## src/rtl/inst_fetch_pkg.sv

```systemverilog
// rtl/inst_fetch_pkg.sv - shared constants for the instruction fetch stage
//   FSM state encoding, default reset PC, NOP word and the word-align helper.
package inst_fetch_pkg;

  localparam logic [1:0] ST_BOOT = 2'd0;
  localparam logic [1:0] ST_RUN  = 2'd1;
  localparam logic [1:0] ST_HALT = 2'd2;

  localparam logic [31:0] DEFAULT_RESET_PC = 32'h0000_0000;
  localparam logic [31:0] INST_NOP         = 32'h0000_0000;

  // Force a byte address onto a word boundary.
  function automatic logic [31:0] word_align(input logic [31:0] addr);
    return {addr[31:2], 2'b00};
  endfunction

endpackage

```

## src/rtl/inst_fetch.sv

```systemverilog
// rtl/inst_fetch.sv - PC generation and IF/ID pipeline register
//   clock/reset      : rising-edge clock, synchronous active-low reset
//   stall/flush      : hold the stage / kill the IF/ID contents
//   redirect_*       : branch/jump target, remembered if it arrives under stall
//   halt_req/resume  : enter and leave the HALT state
//   rom_addr/rom_data: byte address to the instruction ROM and its word
//   if_*             : IF/ID register towards the decoder
//   halted           : stage is in HALT
module inst_fetch
  import inst_fetch_pkg::*;
#(
  parameter logic [31:0] RESET_PC   = DEFAULT_RESET_PC,
  parameter int          ADDR_WIDTH = 8
) (
  input  logic        clock,
  input  logic        reset,
  input  logic        stall,
  input  logic        flush,
  input  logic        redirect_valid,
  input  logic [31:0] redirect_target,
  input  logic        halt_req,
  input  logic        resume,
  output logic [31:0] rom_addr,
  input  logic [31:0] rom_data,
  output logic        if_valid,
  output logic [31:0] if_inst,
  output logic [31:0] if_pc,
  output logic [31:0] if_pc_plus4,
  output logic        if_misalign,
  output logic        halted
);

  // The ROM word index is rom_addr[ADDR_WIDTH+1:2]; the PC itself stays full
  // width and wraps only through that truncation.
  if (ADDR_WIDTH < 1 || ADDR_WIDTH > 30) begin : g_bad_addr_width
    $error("inst_fetch: ADDR_WIDTH out of range");
  end

  logic [1:0]  state;
  logic [31:0] pc;
  logic        pend_valid;
  logic [31:0] pend_target;
  logic        mis_flag;
  logic        if_mis_q;

  logic [31:0] pc_plus4;
  logic        redir_taken;
  logic [31:0] redir_target;
  logic [31:0] next_pc;
  logic        next_mis;

  // A live redirect wins over a remembered one; either way the pending
  // slot is consumed when the stage advances.
  always_comb begin
    pc_plus4     = pc + 32'd4;
    redir_taken  = redirect_valid | pend_valid;
    redir_target = redirect_valid ? redirect_target : pend_target;
    next_pc      = redir_taken ? word_align(redir_target) : pc_plus4;
    next_mis     = redir_taken && (redir_target[1:0] != 2'b00);
  end

  always_ff @(posedge clock) begin
    if (!reset) begin
      state       <= ST_BOOT;
      pc          <= RESET_PC;
      pend_valid  <= 1'b0;
      pend_target <= 32'h0;
      mis_flag    <= 1'b0;
      if_valid    <= 1'b0;
      if_inst     <= INST_NOP;
      if_pc       <= 32'h0;
      if_pc_plus4 <= 32'h0;
      if_mis_q    <= 1'b0;
    end else begin
      case (state)
        ST_BOOT: begin
          // One idle cycle so the ROM sees RESET_PC before the first capture.
          state <= ST_RUN;
        end
        ST_RUN: begin
          if (stall) begin
            // Remember the newest redirect seen while stalled.
            if (redirect_valid) begin
              pend_valid  <= 1'b1;
              pend_target <= redirect_target;
            end
          end else begin
            // The word at pc is always captured, so the instruction on the
            // redirecting edge survives as the delay slot.
            if_valid    <= 1'b1;
            if_inst     <= rom_data;
            if_pc       <= pc;
            if_pc_plus4 <= pc_plus4;
            if_mis_q    <= mis_flag;
            pc          <= next_pc;
            mis_flag    <= next_mis;
            if (redir_taken) begin
              pend_valid <= 1'b0;
            end
            if (halt_req) begin
              state <= ST_HALT;
            end
          end
        end
        ST_HALT: begin
          if_valid <= 1'b0;
          if (resume) begin
            state <= ST_RUN;
          end
        end
        default: begin
          state <= ST_BOOT;
        end
      endcase

      // Flush only kills IF/ID; the PC path above is unaffected.
      if (flush) begin
        if_valid <= 1'b0;
        if_inst  <= INST_NOP;
      end
    end
  end

  assign rom_addr    = pc;
  assign halted      = (state == ST_HALT);
  assign if_misalign = if_mis_q & if_valid;

endmodule
```

## config.mk

```make
export PLATFORM = sky130hd
export DESIGN_NAME = inst_fetch
export DESIGN_NICKNAME = d
export VERILOG_FILES = /design/src/rtl/inst_fetch_pkg.sv /design/src/rtl/inst_fetch.sv
export SDC_FILE = /design/constraint.sdc
export NUM_CORES = 1
export LEC_CHECK = 0
export BUFFER_PORTS_ARGS = -buffer_cell sky130_fd_sc_hd__clkbuf_2
export CAP_MARGIN = 15
export CORE_UTILIZATION = 50
export CTS_BUF_LIST = sky130_fd_sc_hd__clkbuf_8 sky130_fd_sc_hd__clkbuf_16
export CTS_CLUSTER_DIAMETER = 50
export DETAILED_ROUTE_END_ITERATION = 10
export PLACE_DENSITY = 0.79
export REMOVE_ABC_BUFFERS = 1
export SYNTH_ARGS = -nofsm -noshare
export SYNTH_HDL_FRONTEND = slang
export SYNTH_SLANG_ARGS = --single-unit
```

## constraint.sdc

```tcl
create_clock -name clock -period 2.7 [get_ports clock]
set_clock_uncertainty 0.05 [all_clocks]
set_input_delay 0.135 -clock clock [delete_from_list [all_inputs] [get_ports clock]]
set_output_delay 0.135 -clock clock [all_outputs]
set_load 0.005 [all_outputs]
```

==> results of run 1 <==
## where the power goes
group	switching [mW]	total [mW]	internal, mW	leakage, nW
Sequential	0.0866	2.55	2.46	1.30
Clock	0.912	2.25	1.34	0.287
Combinational	0.371	0.651	0.280	2.13
## cell usage in the layout (no fill, tap or decap), types with 2 or more instances in the layout
cell                            count
sky130_fd_sc_hd__nor3_2             3
sky130_fd_sc_hd__a22oi_1            4
sky130_fd_sc_hd__or3_1              4
sky130_fd_sc_hd__a22o_1             2
sky130_fd_sc_hd__nand3_1           14
sky130_fd_sc_hd__conb_1             6
sky130_fd_sc_hd__xor2_1            19
sky130_fd_sc_hd__clkbuf_16         17
sky130_fd_sc_hd__a21o_1             2
sky130_fd_sc_hd__and2_1             7
sky130_fd_sc_hd__o2bb2ai_1          2
sky130_fd_sc_hd__nand2_1          223
sky130_fd_sc_hd__clkbuf_8           4
sky130_fd_sc_hd__nor3_1             9
sky130_fd_sc_hd__buf_4             23
sky130_fd_sc_hd__o21ai_0           33
sky130_fd_sc_hd__o211ai_1           7
sky130_fd_sc_hd__o22ai_1            7
sky130_fd_sc_hd__mux2i_1           12
sky130_fd_sc_hd__inv_1              9
sky130_fd_sc_hd__dfxtp_1          160
sky130_fd_sc_hd__or4_1              2
sky130_fd_sc_hd__dlygate4sd3_1     58
sky130_fd_sc_hd__o21ai_1           24
sky130_fd_sc_hd__a41o_1             2
sky130_fd_sc_hd__and4_1             2
sky130_fd_sc_hd__nand4_1            9
sky130_fd_sc_hd__xnor2_1            9
sky130_fd_sc_hd__a31oi_1           12
sky130_fd_sc_hd__and3_1             8
sky130_fd_sc_hd__clkinv_2           7
sky130_fd_sc_hd__clkbuf_2         195
sky130_fd_sc_hd__a211oi_1          19
sky130_fd_sc_hd__nor2_1            48
sky130_fd_sc_hd__o2111ai_1          3
sky130_fd_sc_hd__a21oi_1          135
sky130_fd_sc_hd__nand2b_1           2
sky130_fd_sc_hd__o311a_1            2
## per-layer routing
| layer | up-vias | track usage, % | share of wire (%) | routed length (µm) |
|---|---|---|---|---|
| met5 | - | 0 | 0 | 0 |
| met4 | 0 | 11.4 | 2.2 | 455 |
| met3 | 39 | 6.30 | 7.9 | 1610 |
| met2 | 283 | 43.9 | 46 | 9320 |
| met1 | 3237 | 36.0 | 44 | 8920 |
| li1 | 3502 | - | - | - |
## cell families (layout without fill, tap and decap cells)
family	count (synthesis)	in the layout	synth area share (%)
buffers and inverters	91	314	6.78
adders and majority gates	1	1	0.177
AOI/OAI and AO/OA	263	263	21.2
xor gates and xnor gates	28	28	3.47
other	1	6	0.0530
and+or+nand+nor	342	342	21.3
DFF	160	160	45.3
muxes	12	12	1.70
## state kept, by name, summed over array words and instances, names as in the netlist
register,flops
if_inst,32
pend_target,32
if_pc,30
if_pc_plus4,30
rom_addr,30
state,2
if_mis_q,1
if_valid,1
mis_flag,1
pend_valid,1
## final cells by class
cell class              count  area (µm²)
well taps                 180         225
repair buffers            276        1730
clock buffers              21         480
inverters                   8        31.3
multi-input cells         652        3420
fillers                  1183        4670
flip-flops and latches    160        3200
clock inverters             9        67.6
## per-stage QoR
| step | setup WS, ns | instance area [µm²] | setup TNS (ns) | cells |
|---|---|---|---|---|
| global route | 0.369 | 9160 | 0 | 1306 |
| CTS | 0.535 | 9160 | 0 | 1306 |
| floorplan | -3.58 | 6640 | -325.44 | 820 |
| detailed placement | 0.556 | 8030 | 0 | 1218 |
| global placement | 0.677 | 8030 | 0 | 1218 |
| finish | 0.542 | 9160 | 0 | 1306 |
## final timing paths
kind | from | slack [ns] | to
setup / recovery | rom_addr[2]$_SDFFE_PN0P_ | 0.54 | rom_addr[18]$_SDFFE_PN0P_
hold / removal | redirect_target[5] | 0.06 | pend_target[5]$_SDFFE_PN0N_
setup reg to reg | rom_addr[2]$_SDFFE_PN0P_ | 0.54 | rom_addr[18]$_SDFFE_PN0P_
hold reg to reg | if_pc[17]$_SDFFE_PN0P_ | 0.40 | if_pc[17]$_SDFFE_PN0P_
## worst register-to-register path: cells and delay by family (launching register included)
kind            cells  cell delay [ns]
simple gates        4             1.17
fa+ha+maj           1             0.30
compound gates      1             0.14
flops               1             0.43
## cells in the mapped netlist (3+ instances only)
cell type | count | share of area (%)
sky130_fd_sc_hd__mux2i_1 | 12 | 1.7
sky130_fd_sc_hd__xnor2_1 | 9 | 1.1
sky130_fd_sc_hd__buf_6 | 8 | 1.3
sky130_fd_sc_hd__o211ai_1 | 7 | 0.74
sky130_fd_sc_hd__and3_1 | 8 | 0.71
sky130_fd_sc_hd__o21ai_0 | 33 | 2.3
sky130_fd_sc_hd__nor3_1 | 9 | 0.64
sky130_fd_sc_hd__xor2_1 | 19 | 2.4
sky130_fd_sc_hd__a22oi_1 | 4 | 0.42
sky130_fd_sc_hd__or3_1 | 4 | 0.35
sky130_fd_sc_hd__nand3_1 | 14 | 0.99
sky130_fd_sc_hd__clkbuf_1 | 46 | 2.4
sky130_fd_sc_hd__o22ai_1 | 7 | 0.62
sky130_fd_sc_hd__dfxtp_1 | 160 | 45
sky130_fd_sc_hd__nand4_1 | 9 | 0.80
sky130_fd_sc_hd__a21oi_1 | 135 | 9.6
sky130_fd_sc_hd__o2111ai_1 | 3 | 0.37
sky130_fd_sc_hd__a31oi_1 | 12 | 1.1
sky130_fd_sc_hd__nand2b_1 | 3 | 0.27
sky130_fd_sc_hd__buf_4 | 6 | 0.64
sky130_fd_sc_hd__and2_1 | 7 | 0.62
sky130_fd_sc_hd__nand2_1 | 223 | 12
sky130_fd_sc_hd__nor3_2 | 3 | 0.42
sky130_fd_sc_hd__a211oi_1 | 19 | 2.0
sky130_fd_sc_hd__inv_1 | 8 | 0.42
sky130_fd_sc_hd__o21ai_1 | 24 | 1.7
sky130_fd_sc_hd__nor2_1 | 48 | 2.5
sky130_fd_sc_hd__buf_2 | 18 | 1.3
## timing repair
action,4_1_cts,5_1_grt
setup buffers,0,0
hold endpoints to repair,59,0
gates resized for setup,0,0
hold buffers,58,0
==> impl_summary.log, run 1 <==
INFO  metric replace_congestion = between 0.8 and 0.9
INFO  metric via_count = slightly above 7000
INFO  metric via_per_inst = about 5.4
INFO  metric fp.dieArea = 0.0146 mm²
INFO  metric yosysUniqueCellTypes = 59
INFO  metric critical_path.startpoint_type = flip-flop
INFO  metric grt_first_pass_wirelength = ~32000 µm
INFO  metric cts_bufs_inserted = 17
INFO  metric timing.critical_path.arrival = 2.46 ns
INFO  metric timing.max_slew.rel_slack = ~55%
INFO  metric detail_route.wl_per_cell = approximately 16 µm
INFO  metric area_growth = 29.5%
INFO  metric timing.reg2reg.worst_path_depth = 6
INFO  metric grt_start_max_net_pins = between 50 and 60
INFO  metric critical-path-max-stage-delay = 0.49 ns
INFO  metric cts_max_path_buffers = 2
INFO  metric ant_nets = 0
INFO  metric syn-instance-count = 898
INFO  metric timing.hold.worst_path_depth = 3
INFO  metric floorplan.die.width = about 120 µm
INFO  metric nets = 1187
INFO  metric worst_ep_required_time = roughly 3 ns
INFO  metric critical_path_depth = 6
INFO  metric clk_pin_slew = roughly 0.06 ns
INFO  metric postSynth.asyncResetShare = 0%
INFO  metric syn_area = between 0.007 and 0.008 mm²
INFO  metric postSynthRegisterBits = between 150 and 200
INFO  metric report.final.setup_viol = 0
INFO  metric tightestPinTransition = 0.668 ns
INFO  metric min_period_over_period = around 80%
INFO  metric wl = 20300 µm
INFO  metric totalPowerFinal = approximately 5.4 mW
INFO  metric synthFlopType = sky130_fd_sc_hd__dfxtp_1
INFO  metric initial_antenna_violation_count = 0
INFO  metric final.min_clock_period = roughly 2.2 ns
INFO  metric grt_setup_unrepaired = false
INFO  metric hp-class = in2reg
INFO  metric numClockSinks = 160
INFO  metric drv_slew = 0
INFO  metric worst_setup_path_end_kind = flip-flop
INFO  metric timing.critical_path.fanout_max = 6
INFO  metric diodes = 0
INFO  metric cp_slowest_cell = sky130_fd_sc_hd__or4_1
INFO  metric finalHoldWorstSlack = approximately 0.056 ns
INFO  metric worstPathBufferInverterCount = 0
INFO  metric worstPathCellList = ha_1, nand4_1, nor3_2, nand3_1, or4_1, a31oi_1
INFO  metric start_util = about half
INFO  metric result_of_the_run = complete, no violations
INFO  metric io_pins = ~200
INFO  metric final_util = between 60 and 70%
INFO  metric drt-pass1-iter-count = 7
INFO  metric rows = 43
INFO  metric synth_warn = 0
INFO  metric depth_of_the_cts_h_tree = 4
INFO  metric static-leakage-power = roughly 3.7 nW
INFO  metric remaining_drc_errors = 0
INFO  metric maxClockFrequency = 0.463 GHz
INFO  metric grt_usage = roughly 28%
INFO  metric seq_area_frac_synth = a little under half
INFO  metric clk_root_buffer_cell = sky130_fd_sc_hd__clkbuf_16
INFO  metric irDropWorstVdd = just over 0.4 mV
INFO  metric number_of_enable_type_register_cells_in_the_synthesized_netlist = 0
INFO  metric timing.final.hold_violations = 0
INFO  metric io_buffers = just under 200
INFO  metric drt_first_iter_violations = 461
INFO  metric drive_above_1_share = 22.9%
INFO  metric dp.final_hpwl = about 13000 µm
INFO  metric p_per_area = 595 mW/mm²
INFO  metric worstSetupPathType = reg2reg
INFO  metric syn_area_per_cell = 7.88 µm²
INFO  metric first_global_vias = approximately 6300
INFO  metric core = between 0.01 and 0.015 mm²
INFO  metric critical_path.top_delay_family = simple AND/OR/NAND/NOR gates
INFO  metric clk-insertion-delay-late = 0.43 ns
INFO  metric die-height = roughly 120 µm
INFO  metric max-cap-violations = 0
INFO  metric cts_tree = built
INFO  metric grt_overflow_total = 0
Power figures use the tool's default switching activity.
==> inputs of run 2 (changes only) <==
==> constraint.sdc (replaced) <==
create_clock -name clock -period 2.2 [get_ports clock]
set_clock_uncertainty 0.05 [all_clocks]
set_input_delay 0.11 -clock clock [delete_from_list [all_inputs] [get_ports clock]]
set_output_delay 0.11 -clock clock [all_outputs]
set_load 0.005 [all_outputs]
==> impl_summary.log, run 2 (synthesis results as in run 1) <==
INFO  metric critical_path.startpoint_type = flip-flop (unchanged)
INFO  metric max-cap-violations = 0 (unchanged)
INFO  metric io_pins = 202 (unchanged)
INFO  metric drt_first_iter_violations = 500 (was 461)
INFO  metric grt_overflow_total = 0 (unchanged)
INFO  metric worst_setup_path_end_kind = flip-flop (unchanged)
INFO  metric hp-start = redirect_target[7] (was redirect_target[5])
INFO  metric remaining_drc_errors = 0 (unchanged)
INFO  metric internal-power = 5.40 mW (was 4.08 mW)
INFO  metric power.share.clock = 44.8% (was 41.3%)
INFO  metric numClockSinks = 160 (unchanged)
INFO  metric layout.cells.most_common = sky130_fd_sc_hd__nand2_1 (unchanged)
INFO  metric maxClockFrequency = 0.494 GHz (was 0.463 GHz)
INFO  metric static-leakage-power = 3.84 nW (was 3.72 nW)
INFO  metric power.switching = 1.72 mW (was 1.37 mW)
INFO  metric fp.dieArea = 0.0146 mm² (unchanged)
INFO  metric commonest_cells_after_routing_fill_and_taps_aside = 223 x sky130_fd_sc_hd__nand2_1, 195 x sky130_fd_sc_hd__clkbuf_2, 160 x sky130_fd_sc_hd__dfxtp_1, 135 x sky130_fd_sc_hd__a21oi_1, 58 x sky130_fd_sc_hd__dlygate4sd3_1 (unchanged)
INFO  metric nets = 1201 (was 1187)
INFO  metric min_to = pend_target[7]$_SDFFE_PN0N_ (was pend_target[5]$_SDFFE_PN0N_)
INFO  metric via_per_inst = 5.34 (was 5.41)
INFO  metric swShare = 24.2% (was 25.1%)
INFO  metric share_comb_of_total_power = 11.4% (was 11.9%)
INFO  metric tightestPinTransition = 0.585 ns (was 0.668 ns)
INFO  metric ff_latch_area = 0.00320 mm² (unchanged)
INFO  metric io_buffers = 195 (unchanged)
INFO  metric launch_instance_of_the_worst_register_to_register_path = rom_addr[2]$_SDFFE_PN0P_ (unchanged)
INFO  metric timing.critical_path.arrival = 2.33 ns (was 2.46 ns)
INFO  metric hp-class = in2reg (unchanged)
INFO  metric grt_usage = 27.2% (was 27.6%)
INFO  metric timing.hold.worst_path_depth = 3 (unchanged)
INFO  metric result_of_the_run = complete, no violations (unchanged)
INFO  metric worstSetupPathType = reg2reg (unchanged)
INFO  metric report.final.setup_viol = 0 (unchanged)
INFO  metric drive_above_1_share = 23.9% (was 22.9%)
INFO  metric irDropWorstVdd = 0.596 mV (was 0.412 mV)
INFO  metric cts.repair.resized = 0 (unchanged)
INFO  metric diodes = 0 (unchanged)
INFO  metric via_count = 7065 (was 7061)
INFO  metric replace_congestion = 0.815 (was 0.802)
INFO  metric p_per_area = 761 mW/mm² (was 595 mW/mm²)
INFO  metric start_util = 51.1% (unchanged)
INFO  metric area_growth = 32.4% (was 29.5%)
INFO  metric cts_tree = built (unchanged)
INFO  metric totalPowerFinal = 7.12 mW (was 5.45 mW)
INFO  metric clk_pin_slew = 0.06 ns (about the same)
INFO  metric final.min_clock_period = 2.02 ns (was 2.16 ns)
INFO  metric rows = 43 (unchanged)
INFO  metric first_global_vias = 6244 (was 6327)
INFO  metric die-height = 121 µm (unchanged)
INFO  metric grt_first_pass_wirelength = 31100 µm (was 31600 µm)
INFO  metric dp.final_hpwl = 13200 µm (was 13000 µm)
INFO  metric final_util = 67.7% (was 66.2%)
INFO  metric cts_bufs_inserted = 17 (unchanged)
INFO  metric drt-pass1-iter-count = 4 (was 7)
INFO  metric regToRegEndpoint = rom_addr[18]$_SDFFE_PN0P_ (unchanged)
INFO  metric ant_nets = 0 (unchanged)
INFO  metric reg2reg_slack = 0.18 ns (was 0.54 ns)
INFO  metric worst_ep_required_time = 2.50 ns (was 3.00 ns)
INFO  metric drv_slew = 0 (unchanged)
INFO  metric biggestRegsByFlops = if_inst x32, pend_target x32 (unchanged)
INFO  metric floorplan.die.width = 121 µm (unchanged)
INFO  metric timing.max_slew.rel_slack = 61.0% (was 55.5%)
INFO  metric grt_start_max_net_pins = 82 (was 58)
INFO  metric seq_power_share = 43.8% (was 46.8%)
INFO  metric timing.critical_path.fanout_max = 6 (unchanged)
INFO  metric cts_max_path_buffers = 2 (unchanged)
INFO  metric detail_route.wl_per_cell = 15.3 µm (was 15.5 µm)
INFO  metric fillers = 1157 (was 1183)
INFO  metric initial_antenna_violation_count = 0 (unchanged)
INFO  metric clk-insertion-delay-late = 0.43 ns (about the same)
INFO  metric timing.final.hold_violations = 0 (unchanged)
INFO  metric clk_root_buffer_cell = sky130_fd_sc_hd__clkbuf_16 (unchanged)
INFO  metric multiInputGateArea = 0.00342 mm² (unchanged)
INFO  metric depth_of_the_cts_h_tree = 4 (unchanged)
INFO  metric grt_setup_unrepaired = false (unchanged)
INFO  metric min_period_over_period = 92.0% (was 79.9%)
INFO  metric core = 0.0138 mm² (unchanged)
INFO  metric timing.reg2reg.worst_path_depth = 6 (unchanged)
INFO  metric wl = 20200 µm (was 20300 µm)
run 2: worst max path at each step:
stage,end,startpoint,depth (start not counted),slack (ns)
5_1_grt,rom_addr[18]$_SDFFE_PN0P_,rom_addr[2]$_SDFFE_PN0P_,6,0.01
3_3_place_gp,rom_addr[18]$_SDFFE_PN0P_,rom_addr[2]$_SDFFE_PN0P_,6,0.27
4_1_cts,rom_addr[18]$_SDFFE_PN0P_,rom_addr[2]$_SDFFE_PN0P_,6,0.19
2_1_floorplan,rom_addr[20]$_SDFFE_PN0P_,state[0]$_SDFFE_PN0P_,4,-4.08
6_report,rom_addr[18]$_SDFFE_PN0P_,rom_addr[2]$_SDFFE_PN0P_,6,0.18
3_5_place_dp,rom_addr[18]$_SDFFE_PN0P_,rom_addr[2]$_SDFFE_PN0P_,6,0.24
run 2: cell type report:
class | count | area share (%)
Multi-Input combinational cell | 652 | 36.5
Sequential cell | 160 | 34.2
Timing Repair Buffer | 290 | 19.7
Clock buffer | 18 | 4.69
Tap cell | 180 | 2.40
Clock inverter | 14 | 2.11
Inverter | 8 | 0.334
run 2: critical path, stage by stage (launching register included):
cell                      delay, ns
sky130_fd_sc_hd__dfxtp_1       0.44
sky130_fd_sc_hd__ha_1          0.21
sky130_fd_sc_hd__nand4_1       0.20
sky130_fd_sc_hd__nor3_2        0.29
sky130_fd_sc_hd__nand3_1       0.16
sky130_fd_sc_hd__or4_1         0.48
sky130_fd_sc_hd__a31oi_1       0.13
run 2: routing by layer:
metal	GRT usage (%)	share of wire (%)
met3	6.39	6.4
met1	34.3	44
met2	46.0	49
met5	0	0
met4	8.10	1.1
run 2: metrics by stage:
step                      setup TNS, ns  hold WS (ns)  worst slack, ns  cell area (µm²)  instances
after CTS                             0        0.0172            0.187             9370       1322
final                                 0        0.0309            0.175             9370       1322
after detailed placement              0         0.287            0.239             8150       1232
after floorplan                 -388.54         0.182            -4.08             6640        820
after global routing                  0        0.0437           0.0129             9370       1322
after global placement                0         0.284            0.270             8150       1232
run 2: power by group through the flow:
stage | registers, mW | clock network (mW) | logic, mW
after floorplan | 3.18 | 0 | 0.368
after global placement | 3.18 | 0 | 0.710
after detailed placement | 3.18 | 0 | 0.720
after CTS | 3.12 | 3.21 | 0.809
after global routing | 3.14 | 3.34 | 0.890
final | 3.12 | 3.19 | 0.814
run 2: what timing repair did:
| action | in CTS | in global routing |
|---|---|---|
| hold buffers | 58 | 0 |
| hold endpoints to repair | 62 | 0 |
| setup buffers | 0 | 0 |
==> inputs of run 3 (changes only) <==
--- a/config.mk
+++ b/config.mk
@@ -12,7 +12,6 @@
 export CTS_CLUSTER_DIAMETER = 50
 export DETAILED_ROUTE_END_ITERATION = 10
 export PLACE_DENSITY = 0.79
-export REMOVE_ABC_BUFFERS = 1
 export SYNTH_ARGS = -nofsm -noshare
 export SYNTH_HDL_FRONTEND = slang
 export SYNTH_SLANG_ARGS = --single-unit
==> constraint.sdc (replaced) <==
create_clock -name clock -period 2.3 [get_ports clock]
set_clock_uncertainty 0.05 [all_clocks]
set_input_delay 0.115 -clock clock [delete_from_list [all_inputs] [get_ports clock]]
set_output_delay 0.115 -clock clock [all_outputs]
set_load 0.005 [all_outputs]
==> impl_summary.log, run 3 (synthesis results as in run 1) <==
INFO  metric grt_first_pass_wirelength = 33300 µm (was 31100 µm)
INFO  metric grtUsageMet2 = 48.3% (was 46.0%)
INFO  metric met3_usage = 7.24% (was 6.39%)
INFO  metric maxClockFrequency = 0.486 GHz (was 0.494 GHz)
INFO  metric top_usage_layer = met2 (unchanged)
INFO  metric timing.reg2reg.worst_path_depth = 6 (unchanged)
INFO  metric timing.critical_path.fanout_max = 6 (unchanged)
INFO  metric die-height = 121 µm (unchanged)
INFO  metric cts_tree = built (unchanged)
INFO  metric first_global_vias = 6666 (was 6244)
INFO  metric initial_antenna_violation_count = 0 (unchanged)
INFO  metric worst_ep_required_time = 2.61 ns (was 2.50 ns)
INFO  metric reg2reg_slack = 0.24 ns (was 0.18 ns)
INFO  metric numClockSinks = 160 (unchanged)
INFO  metric share_comb_of_total_power = 11.7% (was 11.4%)
INFO  metric start_util = 51.1% (unchanged)
INFO  metric final.min_clock_period = 2.06 ns (was 2.02 ns)
INFO  metric remaining_drc_errors = 0 (unchanged)
INFO  metric result_of_the_run = complete, no violations (unchanged)
INFO  metric timing.max_slew.rel_slack = 64.5% (was 61.0%)
INFO  metric swShare = 24.5% (was 24.2%)
INFO  metric worst_setup_path_end_kind = flip-flop (unchanged)
INFO  metric depth_of_the_cts_h_tree = 4 (unchanged)
INFO  metric regToRegEndpoint = rom_addr[18]$_SDFFE_PN0P_ (unchanged)
INFO  metric grt_setup_unrepaired = false (unchanged)
INFO  metric hp-class = in2reg (unchanged)
INFO  metric nets = 1201 (unchanged)
INFO  metric grt_overflow_total = 0 (unchanged)
INFO  metric grt_util_met1 = 35.6% (was 34.3%)
INFO  metric ant_nets = 0 (unchanged)
INFO  metric cts_max_path_buffers = 2 (unchanged)
INFO  metric tightestPinTransition = 0.529 ns (was 0.585 ns)
INFO  metric area_growth = 33.0% (was 32.4%)
INFO  metric totalPowerFinal = 6.89 mW (was 7.12 mW)
INFO  metric drt_first_iter_violations = 541 (was 500)
INFO  metric biggestRegsByFlops = if_inst x32, pend_target x32 (unchanged)
INFO  metric timing.hold.worst_path_depth = 3 (unchanged)
INFO  metric critical_path.startpoint_type = flip-flop (unchanged)
INFO  metric replace_congestion = 0.925 (was 0.815)
INFO  metric via_count = 7226 (was 7065)
INFO  metric worstSetupPathType = reg2reg (unchanged)
INFO  metric grt_start_max_net_pins = 90 (was 82)
INFO  metric min_period_over_period = 89.5% (was 92.0%)
INFO  metric drv_slew = 0 (unchanged)
INFO  metric drive_above_1_share = 24.0% (was 23.9%)
INFO  metric cts_bufs_inserted = 17 (unchanged)
INFO  metric clk_pin_slew = 0.06 ns (about the same)
INFO  metric floorplan.die.width = 121 µm (unchanged)
INFO  metric layout.cells.most_common = sky130_fd_sc_hd__nand2_1 (unchanged)
INFO  metric internal-power = 5.20 mW (was 5.40 mW)
INFO  metric fp.dieArea = 0.0146 mm² (unchanged)
INFO  metric irDropWorstVdd = 0.496 mV (was 0.596 mV)
INFO  metric final_util = 68.0% (was 67.7%)
INFO  metric io_buffers = 195 (unchanged)
INFO  metric detail_route.wl_per_cell = 16.3 µm (was 15.3 µm)
INFO  metric total_negative_setup_slacks = 0 ns (unchanged)
INFO  metric grt_usage = 29.2% (was 27.2%)
INFO  metric diodes = 0 (unchanged)
INFO  metric via_per_inst = 5.47 (was 5.34)
INFO  metric dp.final_hpwl = 13900 µm (was 13200 µm)
INFO  metric clk_root_buffer_cell = sky130_fd_sc_hd__clkbuf_16 (unchanged)
INFO  metric core = 0.0138 mm² (unchanged)
INFO  metric static-leakage-power = 3.84 nW (about the same)
INFO  metric min_to = pend_target[9]$_SDFFE_PN0N_ (was pend_target[7]$_SDFFE_PN0N_)
INFO  metric commonest_cells_after_routing_fill_and_taps_aside = 223 x sky130_fd_sc_hd__nand2_1, 195 x sky130_fd_sc_hd__clkbuf_2, 160 x sky130_fd_sc_hd__dfxtp_1, 135 x sky130_fd_sc_hd__a21oi_1, 58 x sky130_fd_sc_hd__dlygate4sd3_1 (unchanged)
INFO  metric seq_power_share = 43.4% (was 43.8%)
INFO  metric rows = 43 (unchanged)
INFO  metric clk-insertion-delay-late = 0.43 ns (about the same)
INFO  metric power.switching = 1.69 mW (was 1.72 mW)
INFO  metric timing.final.hold_violations = 0 (unchanged)
INFO  metric drt-pass1-iter-count = 5 (was 4)
INFO  metric hp-start = redirect_target[9] (was redirect_target[7])
INFO  metric power.share.clock = 45.0% (was 44.8%)
INFO  metric launch_instance_of_the_worst_register_to_register_path = rom_addr[2]$_SDFFE_PN0P_ (unchanged)
INFO  metric wl = 21600 µm (was 20200 µm)
INFO  metric io_pins = 202 (unchanged)
INFO  metric finalHoldWorstSlack = 0.0397 ns (was 0.0309 ns)
INFO  metric p_per_area = 733 mW/mm² (was 761 mW/mm²)
INFO  metric report.final.setup_viol = 0 (unchanged)
INFO  metric timing.critical_path.arrival = 2.37 ns (was 2.33 ns)
INFO  metric max-cap-violations = 0 (unchanged)
==> run 3: cell count changes in the layout (fill, tap and decap cells not counted), sizes merged <==
cell	change
clkinvlp	+1
buf	-1
clkbuf	+2
clkinv	-2
==> run 3: final cells by class <==
type	instances	area [µm²]
clock buffer	19	453
inverter	8	30.0
tap	180	225
timing repair buffer	290	1880
sequential	160	3200
multi-input combinational	652	3420
clock inverter	13	193
fill	1154	4420
==> run 3: per-layer routing <==
| layer | wire, µm | up-vias |
|---|---|---|
| met2 | 10500 | 306 |
| met4 | 749 | 0 |
| met1 | 8820 | 3338 |
| li1 | - | 3526 |
| met3 | 1530 | 56 |
| met5 | 0 | - |
==> run 3: worst max-delay path by stage <==
stage                                   from                   endpoint  slack [ns]  depth (start not counted)
floorplan           rom_addr[2]$_SDFFE_PN0P_  rom_addr[18]$_SDFFE_PN0P_        0.41                          6
global placement    rom_addr[8]$_SDFFE_PN0P_  rom_addr[23]$_SDFFE_PN0P_        0.39                          5
detailed placement  rom_addr[8]$_SDFFE_PN0P_  rom_addr[23]$_SDFFE_PN0P_        0.33                          5
CTS                    state[0]$_SDFFE_PN0P_      state[1]$_SDFFE_PN0P_        0.06                          6
global route           state[0]$_SDFFE_PN0P_      state[1]$_SDFFE_PN0P_        0.08                          6
finish              rom_addr[2]$_SDFFE_PN0P_  rom_addr[18]$_SDFFE_PN0P_        0.24                          6
==> run 3: critical path, cell delays in order, from the launching register on <==
cell	delay [ns]
sky130_fd_sc_hd__dfxtp_1	0.41
sky130_fd_sc_hd__ha_1	0.19
sky130_fd_sc_hd__nand4_1	0.21
sky130_fd_sc_hd__nor3_2	0.27
sky130_fd_sc_hd__nand3_1	0.17
sky130_fd_sc_hd__or4_1	0.51
sky130_fd_sc_hd__a31oi_1	0.17
==> run 3: power by group through the flow <==
| stage | combinational (mW) | sequential [mW] | clock (mW) |
|---|---|---|---|
| floorplan | 0.426 | 3.03 | 0 |
| global placement | 0.687 | 3.04 | 0 |
| detailed placement | 0.694 | 3.05 | 0 |
| CTS | 0.777 | 2.99 | 3.13 |
| global route | 0.880 | 3.00 | 3.27 |
| finish | 0.804 | 2.99 | 3.10 |
==> run 3: through the flow <==
step	std cells	worst slack, ns	cell area [µm²]
2_1_floorplan	903	0.410	7090
3_3_place_gp	1229	0.386	8140
3_5_place_dp	1229	0.330	8140
4_1_cts	1319	0.0576	9360
5_1_grt	1322	0.0755	9410
6_report	1322	0.242	9410
==> run 3: timing repair <==
| action | in CTS | in global routing |
|---|---|---|
| hold endpoints to repair | 58 | 0 |
| hold buffers | 58 | 0 |
| buffers inserted | 0 | 1 |
| setup endpoints to repair | 0 | 1 |
| gates resized for setup | 0 | 2 |
